==> src/rtl/l2_sq_accum_param.sv <==
// Streaming sum-of-squares engine with vector framing, configurable multiplier
// pipeline depth and wrap/saturate overflow handling.
module l2_sq_accum_param #(
  parameter int unsigned WIDTH_IN    = 8,
  parameter int unsigned WIDTH_ACC   = 20,
  parameter int unsigned MULT_STAGES = 1,
  parameter int unsigned SATURATE    = 0
) (
  input  logic                 clk,
  input  logic                 reset,
  input  logic [WIDTH_IN-1:0]  a,
  input  logic                 valid_in,
  input  logic                 last_in,
  output logic [WIDTH_ACC-1:0] f,
  output logic                 valid_out,
  output logic                 last_out,
  output logic                 overflow
);

  localparam int unsigned PW = 2 * WIDTH_IN;

  logic signed [WIDTH_IN-1:0] a_q;
  logic                       v_q;
  logic                       l_q;
  logic signed [PW-1:0]       sq_s;
  logic [PW-1:0]              sq;
  logic [PW-1:0]              p_acc;
  logic                       v_acc;
  logic                       l_acc;
  logic                       newvec_q;
  logic [WIDTH_ACC-1:0]       base_c;
  logic [WIDTH_ACC:0]         sum_c;
  logic                       ovf_c;
  logic                       sticky_c;
  logic [WIDTH_ACC-1:0]       acc_nxt_c;

  // Stage 0: sample data is captured every edge, flags are cleared by reset
  always_ff @(posedge clk) begin
    a_q <= a;
  end

  always_ff @(posedge clk) begin
    if (reset) begin
      v_q <= 1'b0;
      l_q <= 1'b0;
    end else begin
      v_q <= valid_in;
      l_q <= last_in;
    end
  end

  // A square is never negative, so the signed product reinterprets losslessly
  assign sq_s = PW'(a_q) * PW'(a_q);
  assign sq   = $unsigned(sq_s);

  generate
    if (MULT_STAGES == 0) begin : g_comb
      assign p_acc = sq;
      assign v_acc = v_q;
      assign l_acc = l_q;
    end else begin : g_pipe
      logic [PW-1:0]          p_reg [MULT_STAGES];
      logic [MULT_STAGES-1:0] v_reg;
      logic [MULT_STAGES-1:0] l_reg;

      always_ff @(posedge clk) begin
        p_reg[0] <= sq;
        for (int i = 1; i < int'(MULT_STAGES); i++) begin
          p_reg[i] <= p_reg[i-1];
        end
      end

      always_ff @(posedge clk) begin
        if (reset) begin
          v_reg <= '0;
          l_reg <= '0;
        end else begin
          v_reg[0] <= v_q;
          l_reg[0] <= l_q;
          for (int i = 1; i < int'(MULT_STAGES); i++) begin
            v_reg[i] <= v_reg[i-1];
            l_reg[i] <= l_reg[i-1];
          end
        end
      end

      assign p_acc = p_reg[MULT_STAGES-1];
      assign v_acc = v_reg[MULT_STAGES-1];
      assign l_acc = l_reg[MULT_STAGES-1];
    end
  endgenerate

  // Accumulate step; f itself is the accumulator
  always_comb begin
    base_c    = newvec_q ? '0 : f;
    sum_c     = {1'b0, base_c} + (WIDTH_ACC+1)'(p_acc);
    ovf_c     = sum_c[WIDTH_ACC];
    sticky_c  = overflow & ~newvec_q;
    acc_nxt_c = sum_c[WIDTH_ACC-1:0];
    // Sticky overflow within the vector doubles as the "already clamped" state
    if ((SATURATE != 0) && (ovf_c || sticky_c)) begin
      acc_nxt_c = '1;
    end
  end

  always_ff @(posedge clk) begin
    if (reset) begin
      f         <= '0;
      valid_out <= 1'b0;
      last_out  <= 1'b0;
      overflow  <= 1'b0;
      newvec_q  <= 1'b1;
    end else begin
      valid_out <= v_acc;
      last_out  <= v_acc & l_acc;
      if (v_acc) begin
        f        <= acc_nxt_c;
        overflow <= ovf_c | sticky_c;
        newvec_q <= l_acc;
      end
    end
  end

endmodule

==> config.mk <==
export PLATFORM = sky130hd
export DESIGN_NAME = l2_sq_accum_param
export DESIGN_NICKNAME = d
export VERILOG_FILES = /design/src/rtl/l2_sq_accum_param.sv
export SDC_FILE = /design/constraint.sdc
export NUM_CORES = 1
export LEC_CHECK = 0
export ABC_CLOCK_PERIOD_IN_PS = 4640
export CORE_AREA = 2 2 116 118
export CTS_BUF_LIST = sky130_fd_sc_hd__clkbuf_8
export CTS_CLUSTER_DIAMETER = 200
export DETAILED_ROUTE_END_ITERATION = 12
export DIE_AREA = 0 0 118 120
export GPL_ROUTABILITY_DRIVEN = 0
export GPL_TIMING_DRIVEN = 1
export HOLD_SLACK_MARGIN = 0.03
export PLACE_DENSITY = 0.63
export SETUP_SLACK_MARGIN = 0.5
export SLEW_MARGIN = 25
export SYNTH_ARGS = -nofsm -noshare
export SYNTH_HDL_FRONTEND = slang
export SYNTH_SLANG_ARGS = --single-unit
==> constraint.sdc <==
create_clock -name clk -period 4.64 [get_ports clk]
set_input_delay 0.928 -clock clk [delete_from_list [all_inputs] [get_ports clk]]
set_output_delay 0.928 -clock clk [all_outputs]
set_load 0.1 [all_outputs]
### Yosys cells after proc, flatten, opt, wreduce, memory -nomap -nowiden

Memories as Yosys holds them, arrays and structs flattened.
Index checks and enable logic that the tools add are counted.

* flip-flop bits (word level): 36
* memories kept: 1
* memory bits (writable): 16
* logic and storage cells: 18
* output and inout bits: 23

Memory list
* g_pipe.p_reg: words 1, width 16, read ports 1, clocked after memory_dff 0, wr ports 1, RTL line 62 `logic [PW-1:0] p_reg [MULT_STAGES];`

* muxes and demuxes: 1
* bitwise gates (word level): 4
* $mul: 1
* add/subtract/negate cells: 1

Operator list (count)
* adder 20 x 16 -> 21 bit: 1
* two-way mux 20 bit: 1
* multiplier 8 x 8 -> 16 bit: 1
* AND 1 bit: 2
* inverter 1 bit: 1
* bitwise OR 1 bit: 1

### Logic depth before layout (Yosys ltp)

Gate-level depths: netlist of the first run.

* depth after elaboration: 3
* mapped depth: 17
* mapped depth without buffers: 17

### Worst setup path after synthesis of the first run

OpenSTA, ideal clock, no wires.

* path type: register -> register
* from: reg a_q[7]
* to: mem g_pipe.p_reg[0][15] (netlist bit)
* setup time: 0.129 ns
* period minus slack after synthesis: 4.395 ns
* arrival time: 4.265 ns
* setup slack: 0.245 ns
* cell stages (with the launch flop): 17
* path buffers: 1
* required time: 4.511 ns
* cell sequence: dfxtp_1 buf_1 and2_1 fa_1 inv_1 fa_1 inv_1 fa_1 inv_1 fa_1 inv_1 ha_1 and3_1 a21oi_1 o31ai_1 o41ai_1 xnor2_1

* cells in the longest elaborated chain, start to end: 1

RTL lines
* from (decl): RTL line 22 `logic signed [WIDTH_IN-1:0] a_q;`
* from (signal assigned): RTL line 39 `a_q <= a;`
* multiplier 8 x 8 -> 16 bit: RTL line 53 `assign sq_s = PW'(a_q) * PW'(a_q);`
* via sq[15]: RTL line 26 `logic [PW-1:0] sq;`
* to (decl): RTL line 62

The timed path passes the listed nets, and every way through them passes these cells.

### Worst setup path after layout of the first run

* from: reg a_q[3]
* to: mem g_pipe.p_reg[0][15] (netlist bit)

Same word-level chain as after synthesis.

==> impl_metrics.csv, run 1 <==
group,metric,value,unit
floorplanning,design.core.area,12980,µm²
critical_path,startpoint_type,"flop",
place,dpl.cell_count,707,
critical_path,path_buf_inv,4,
finish,fin_area,5644,µm²
run_status,status,"finished clean",
timing,final_max_slew_viol_count,0,
drt,routed_wl,9.693,mm
synthesis,yosys.area.top_type,"dfxtp_1",
synthesis,syn-cell-area,4528,µm²
floorplanning,start_util,0.3489,
synthesis,synth_edf_count,0,
run,cap_violations,0,
drt,ant_nets,0,
critical_path,path_cells,"clkinvlp_4 > ha_4 > or2_2 > fa_1 > fa_1 > inv_1 > fa_1 > inv_2 > ha_4 > nand2_1 > o21ai_1 > buf_4 > nor4_4 > o31ai_4 > o41ai_2 > xnor2_1",
grt,first_global_vias,3498,
power,ir_drop,0.2384,mV
timing,setup-tns-final,0,ns
min_path,holdCritPathClass,"flop to flop",
min_path,whs_path_depth,1,
timing,timing.fmax,247.9,MHz
power,power.leakage,2.460,nW
drt,drt-pass1-iter-count,5,
cts,numCtsBuffers,5,
synthesis,ys_types,54,
critical_path,critPathMostFrequentCell,"fa_1",
critical_path,critPathRequiredTime,4.85,ns
floorplanning,ios,35,
power,p_per_area,480.8,nW/µm²
synthesis,yosys-top-cells-area,"dfxtp_1, fa_1, ha_1, inv_1, xnor2_1",
timing,worst-slew-pin-transition,0.9802,ns
synthesis,synth_top_area_frac,0.2255,
cts,htree_levels,2,
synthesis,ys_warn_count,0,
cts,hold_buffers,0,
floorplanning,dieWidth,118,µm
synthesis,synth_most_common_cell,"inv_1",
finish,largest_reg_flops,20,
grt,grt_pass1_wl,16.00,mm
drt,viasPerCell,4.834,
critical_path,crit_type,"flop to flop",
drt,post_drt_wl_per_cell,13.19,µm
finish,num-nets-final,659,
grt,grt_usage,0.1353,
finish,fillers,1262,
timing,min_period_over_period,0.8694,
synthesis,synth_ff_type,"dfxtp_1",
critical_path,critical_path_cell_count,16,
floorplanning,die_area,14160,µm²
power,sw_frac_of_total,0.4318,
cts,clk_path_buf_depth,2,
synthesis,syn-instance-count,507,
timing,finalHoldViolCount,0,
synthesis,syn_area_per_cell,8.931,µm²
place,dp_hpwl,7.085,mm
timing,clock_skew,0.01224,ns
power,internal_power,1.542,mW
cts,clkLatencyLatePin,0.31,ns
synthesis,synthTopCellsByCount,"inv_1, dfxtp_1, ha_1",
timing,setup_viol,0,
critical_path,cpMaxStageDelayCell,"fa_1",
critical_path,cp_top_family,"adder cells",
power,p_sw,1.172,mW
power,combPwrFrac,0.692,
cts,cts.sinks,51,
synthesis,async_flop_share,0,
drt,drt_iter0_drc,191,
critical_path,reg2regPathDepth,16,
cts,cts_tree,"yes",
timing,hold_ws,0.4568,ns
timing,setup_slack,0.6062,ns
power,power_frac_seq,0.207,
cts,clk_pin_slew,0.10,ns
synthesis,syn_nets,608,
floorplanning,rows,42,
finish,drive_above_1_share,0.1878,
critical_path,crit_fanout,4,
floorplanning,die_h,120,µm
critical_path,slowest_delay,0.52,ns
grt,antenna_found_initial,0,
timing,slew_headroom,0.3445,
critical_path,critPathCaptureType,"flop",
place,port_buffers,34,
synthesis,yosysSeqAreaShare,0.2255,
synthesis,ys_ff_latch,51,
finish,final_cells,735,
cts,clockRootBuffer,"clkbuf_8",
timing,layout_min_cycle_time,4.034,ns
place,placed_cell_area,5105,µm²
grt,gr-total-overflow,0,
drt,dr_total_vias,3553,
power,clockPowerShare,0.101,
finish,syn_to_final_growth,24.65,%
timing,rsz0062_at_grt,"true",
drt,drc_errors,0,
grt,grt_max_degree,29,
place,pre_cts_ws,0.2567,ns
critical_path,arrival,4.24,ns
finish,num_antenna_cells,0,
## cells in the final DEF (no fill, tap or decap), types with 14 or more instances in the layout
cell             netlist  final
inv_1                 85     72
dfxtp_1               51     43
fa_1                  42     37
clkdlybuf4s50_1        0     34
ha_1                  47     33
nor2_1                33     30
nand2_1               29     27
nor2b_1               26     25
xnor2_1               24     22
buf_4                  0     20
a21oi_1               22     17
and2_1                17     14
## timing repair
item,4_1_cts,5_1_grt
pin swaps,2,42
gates cloned,0,0
gates resized for setup,12,66
buffers inserted,2,18
setup endpoints to repair,5,6
hold endpoints to repair,0,0
## stage by stage
stage / utilization / power (mW)
after global routing: 0.4348 / 2.958
after floorplan: - / 1.728
after global placement: 0.3933 / 1.962
final: 0.4348 / 2.714
after CTS: 0.4042 / 2.296
after detailed placement: 0.3933 / 1.986
## final timing paths
check	startpoint	endpoint	slack [ns]
max	a_q[3]	g_pipe.p_reg[0][15]	0.61
min	v_q	g_pipe.v_reg	0.46
max reg2reg	a_q[3]	g_pipe.p_reg[0][15]	0.61
min reg2reg	v_q	g_pipe.v_reg	0.46
## metal layers
metal  vias to the layer above  wire (µm)  global-route usage
li1                       1754          -                   -
met1                      1706       4617              0.1789
met2                        77       4545              0.2326
met3                        16        373             0.02376
met4                         0        156             0.02786
met5                         -          0                   0
## power groups by stage
stage | clock, mW | sequential, mW | combinational [mW]
2_1_floorplan | 0 | 0.629 | 1.10
3_3_place_gp | 0 | 0.577 | 1.38
3_5_place_dp | 0 | 0.577 | 1.41
4_1_cts | 0.283 | 0.566 | 1.45
5_1_grt | 0.301 | 0.570 | 2.09
6_report | 0.274 | 0.563 | 1.88
## area by class of cell
cell class                      count  area, µm²  area share
Timing Repair Buffer               58      523.0     0.09266
Tap cell                          176      220.2     0.03902
Multi-Input combinational cell    356       3425      0.6067
Inverter                           86      329.1     0.05830
Sequential cell                    51       1051      0.1862
Clock inverter                      2      13.76    0.002438
Clock buffer                        6      82.58     0.01463
## kinds of logic (layout without fill, tap and decap cells)
| kind of cell | count (synthesis) | in the layout | share of synthesized area |
|---|---|---|---|
| simple gates | 146 | 146 | 0.1677 |
| buf+inv | 100 | 152 | 0.08290 |
| fa+ha+maj | 89 | 89 | 0.3156 |
| compound gates | 80 | 80 | 0.1257 |
| flops | 51 | 51 | 0.2255 |
| xor+xnor | 31 | 31 | 0.05996 |
| mux | 10 | 10 | 0.02266 |
Note: power is estimated with default switching activity, not from simulation.
==> run 2: changes to the inputs <==
--- a/config.mk
+++ b/config.mk
@@ -5,7 +5,7 @@
 export SDC_FILE = /design/constraint.sdc
 export NUM_CORES = 1
 export LEC_CHECK = 0
-export ABC_CLOCK_PERIOD_IN_PS = 4640
+export ABC_CLOCK_PERIOD_IN_PS = 4900
 export CORE_AREA = 2 2 116 118
 export CTS_BUF_LIST = sky130_fd_sc_hd__clkbuf_8
 export CTS_CLUSTER_DIAMETER = 200
@@ -14,7 +14,7 @@
 export GPL_ROUTABILITY_DRIVEN = 0
 export GPL_TIMING_DRIVEN = 1
 export HOLD_SLACK_MARGIN = 0.03
-export PLACE_DENSITY = 0.63
+export PLACE_DENSITY = 0.61
 export SETUP_SLACK_MARGIN = 0.5
 export SLEW_MARGIN = 25
 export SYNTH_ARGS = -nofsm -noshare
==> constraint.sdc (replaced) <==
create_clock -name clk -period 4.9 [get_ports clk]
set_input_delay 0.98 -clock clk [delete_from_list [all_inputs] [get_ports clk]]
set_output_delay 0.98 -clock clk [all_outputs]
set_load 0.1 [all_outputs]
==> run 2 against run 1 <==
Compared with the run above: count of clock-buffer cells in the layout down 1; largest power group unchanged; clock skew decreased by 0.0039 ns; sequential power decreased by 4.8%; register-to-register slack improved by 0.07 ns; global-route usage is 0.19 points lower; via count down 4.5%.
==> impl_metrics.csv, run 2 (same netlist as run 1, synthesis figures left out) <==
group,metric,value,unit
drt,ant_nets,0,
critical_path,reg2reg_from,"a_q[0]",
timing,layout_min_cycle_time,4.225,ns
drt,drc_errors,0,
critical_path,crit_type,"flop to flop",
drt,drt_iter0_drc,195,
critical_path,startpoint_type,"flop",
timing,setup-tns-final,0,ns
cts,cts.sinks,51,
grt,antenna_found_initial,0,
critical_path,slowest_delay,0.54,ns
critical_path,worstReg2RegEnd,"g_pipe.p_reg[0][14]",
min_path,holdCritPathClass,"flop to flop",
finish,fillers,1327,
finish,syn_to_final_growth,16.00,%
power,ir_drop,0.1588,mV
timing,setup_viol,0,
power,p_per_area,423.7,nW/µm²
floorplanning,ios,35,
min_path,whs_path_depth,1,
timing,final_max_slew_viol_count,0,
critical_path,path_cells,"and2_1 > ha_1 > inv_1 > fa_1 > fa_1 > fa_1 > inv_1 > ha_1 > nor2b_1 > o21ai_0 > a21boi_1 > o21ai_0 > a21oi_1 > o211ai_1",
grt,first_global_vias,3472,
timing,slew_headroom,0.3288,
finish,num-nets-final,641,
finish,most-common-layout-cells,"inv_1, ha_1, dfxtp_1",
critical_path,arrival,4.46,ns
grt,grt_usage,0.1334,
grt,grt_pass1_wl,15.70,mm
drt,drt-pass1-iter-count,4,
critical_path,critPathCaptureType,"flop",
finish,fin_area,5253,µm²
drt,dr_total_vias,3392,
timing,clock_skew,0.008302,ns
cts,clockRootBuffer,"clkbuf_8",
floorplanning,dieWidth,118,µm
run,cap_violations,0,
timing,finalHoldViolCount,0,
critical_path,reg2regPathDepth,14,
min_path,min-delay-start,"v_q",
finish,layout_commonest_cell,"inv_1",
floorplanning,die_area,14160,µm²
min_path,hold_end,"g_pipe.v_reg",
place,dp_hpwl,7.087,mm
timing,rsz0062_at_grt,"false",
drt,routed_wl,9.071,mm
cts,cts_tree,"yes",
power,power.leakage,2.370,nW
cts,clkLatencyLatePin,0.31,ns
run_status,status,"finished clean",
cts,clk_pin_slew,0.10,ns
cts,htree_levels,2,
place,port_buffers,34,
floorplanning,die_h,120,µm
grt,grt_max_degree,29,
cts,hold_buffers,0,
finish,fin_util,0.4047,
grt,gr-total-overflow,0,
floorplanning,design.core.area,12980,µm²
finish,num_antenna_cells,0,
finish,drive_above_1_share,0.08133,
cts,numCtsBuffers,5,
timing,timing.fmax,236.7,MHz
cts,clk_path_buf_depth,2,
critical_path,critPathRequiredTime,5.13,ns
floorplanning,start_util,0.3489,
timing,min_period_over_period,0.8623,
critical_path,critPathMostFrequentCell,"fa_1",
place,placed_cell_area,5066,µm²
drt,post_drt_wl_per_cell,12.65,µm
floorplanning,rows,42,
critical_path,cpMaxStageDelayCell,"fa_1",
finish,largest_reg_flops,20,
timing,worst-slew-pin-transition,1.004,ns
critical_path,crit_fanout,8,
drt,viasPerCell,4.731,
critical_path,r2r_slack,0.67,ns
run 2: cell count changes in the layout (fill, tap and decap cells not counted), moves of 4 or more:
cell / previous run / this run
fa_1: 37 / 41
inv_1: 72 / 83
ha_4: 12 / 0
ha_1: 33 / 46
dfxtp_2: 0 / 5
inv_2: 12 / 3
buf_4: 20 / 6
a21oi_1: 17 / 21
fa_2: 5 / 1
dfxtp_4: 8 / 3
run 2: repair_timing:
item	in CTS	in global routing
cloned	0	0
setup buffers	0	2
pin swaps	0	2
setup endpoints to repair	2	6
resized for setup	7	16
run 2: final cells by class:
class | instances | area (µm²) | area share
flip-flops and latches | 51 | 1039 | 0.1977
multi-input cells | 356 | 3171 | 0.6036
inverters | 86 | 322.8 | 0.06146
well taps | 176 | 220.2 | 0.04192
clock buffers | 5 | 68.82 | 0.01310
clock inverters | 3 | 46.29 | 0.008814
repair buffers | 40 | 385.4 | 0.07337
run 2: worst max-delay path by stage:
stage	startpoint	end	slack, ns	depth (start not counted)
after CTS	a_q[3]	g_pipe.p_reg[0][15]	0.50	16
after floorplan	a_q[7]	g_pipe.p_reg[0][15]	0.51	16
final	a_q[0]	g_pipe.p_reg[0][14]	0.67	14
after global placement	a_q[7]	g_pipe.p_reg[0][15]	0.44	16
after global routing	a_q[1]	g_pipe.p_reg[0][14]	0.47	16
after detailed placement	a_q[7]	g_pipe.p_reg[0][15]	0.31	16
run 2: through the flow:
step	setup slack (ns)	cells	hold slack (ns)	total power, mW
finish	0.6749	717	0.4520	2.225
global route	0.4740	717	0.4730	2.463
CTS	0.5019	715	0.4609	2.207
detailed placement	0.3143	707	0.4330	1.868
global placement	0.4428	707	0.4268	1.824
floorplan	0.5054	507	0.3498	1.607
run 2: report_power, final:
part / switching (mW) / internal [mW]
registers: 0.0396 / 0.497
logic: 0.783 / 0.601
clock network: 0.151 / 0.154
run 2: critical path: cells and delay by family (launching register included):
| kind | cells | cell delay (ns) |
|---|---|---|
| flops | 1 | 0.39 |
| fa+ha+maj | 5 | 2.15 |
| simple gates | 2 | 0.32 |
| compound gates | 5 | 1.16 |
| buf+inv | 2 | 0.10 |
run 2: routing by layer:
metal | wire (µm) | GRT usage | part of all wire
met3 | 308 | 0.02662 | 0.034
met5 | 0 | 0 | 0
met4 | 53 | 0.03389 | 0.0058
met2 | 4211 | 0.2246 | 0.46
met1 | 4498 | 0.1758 | 0.50
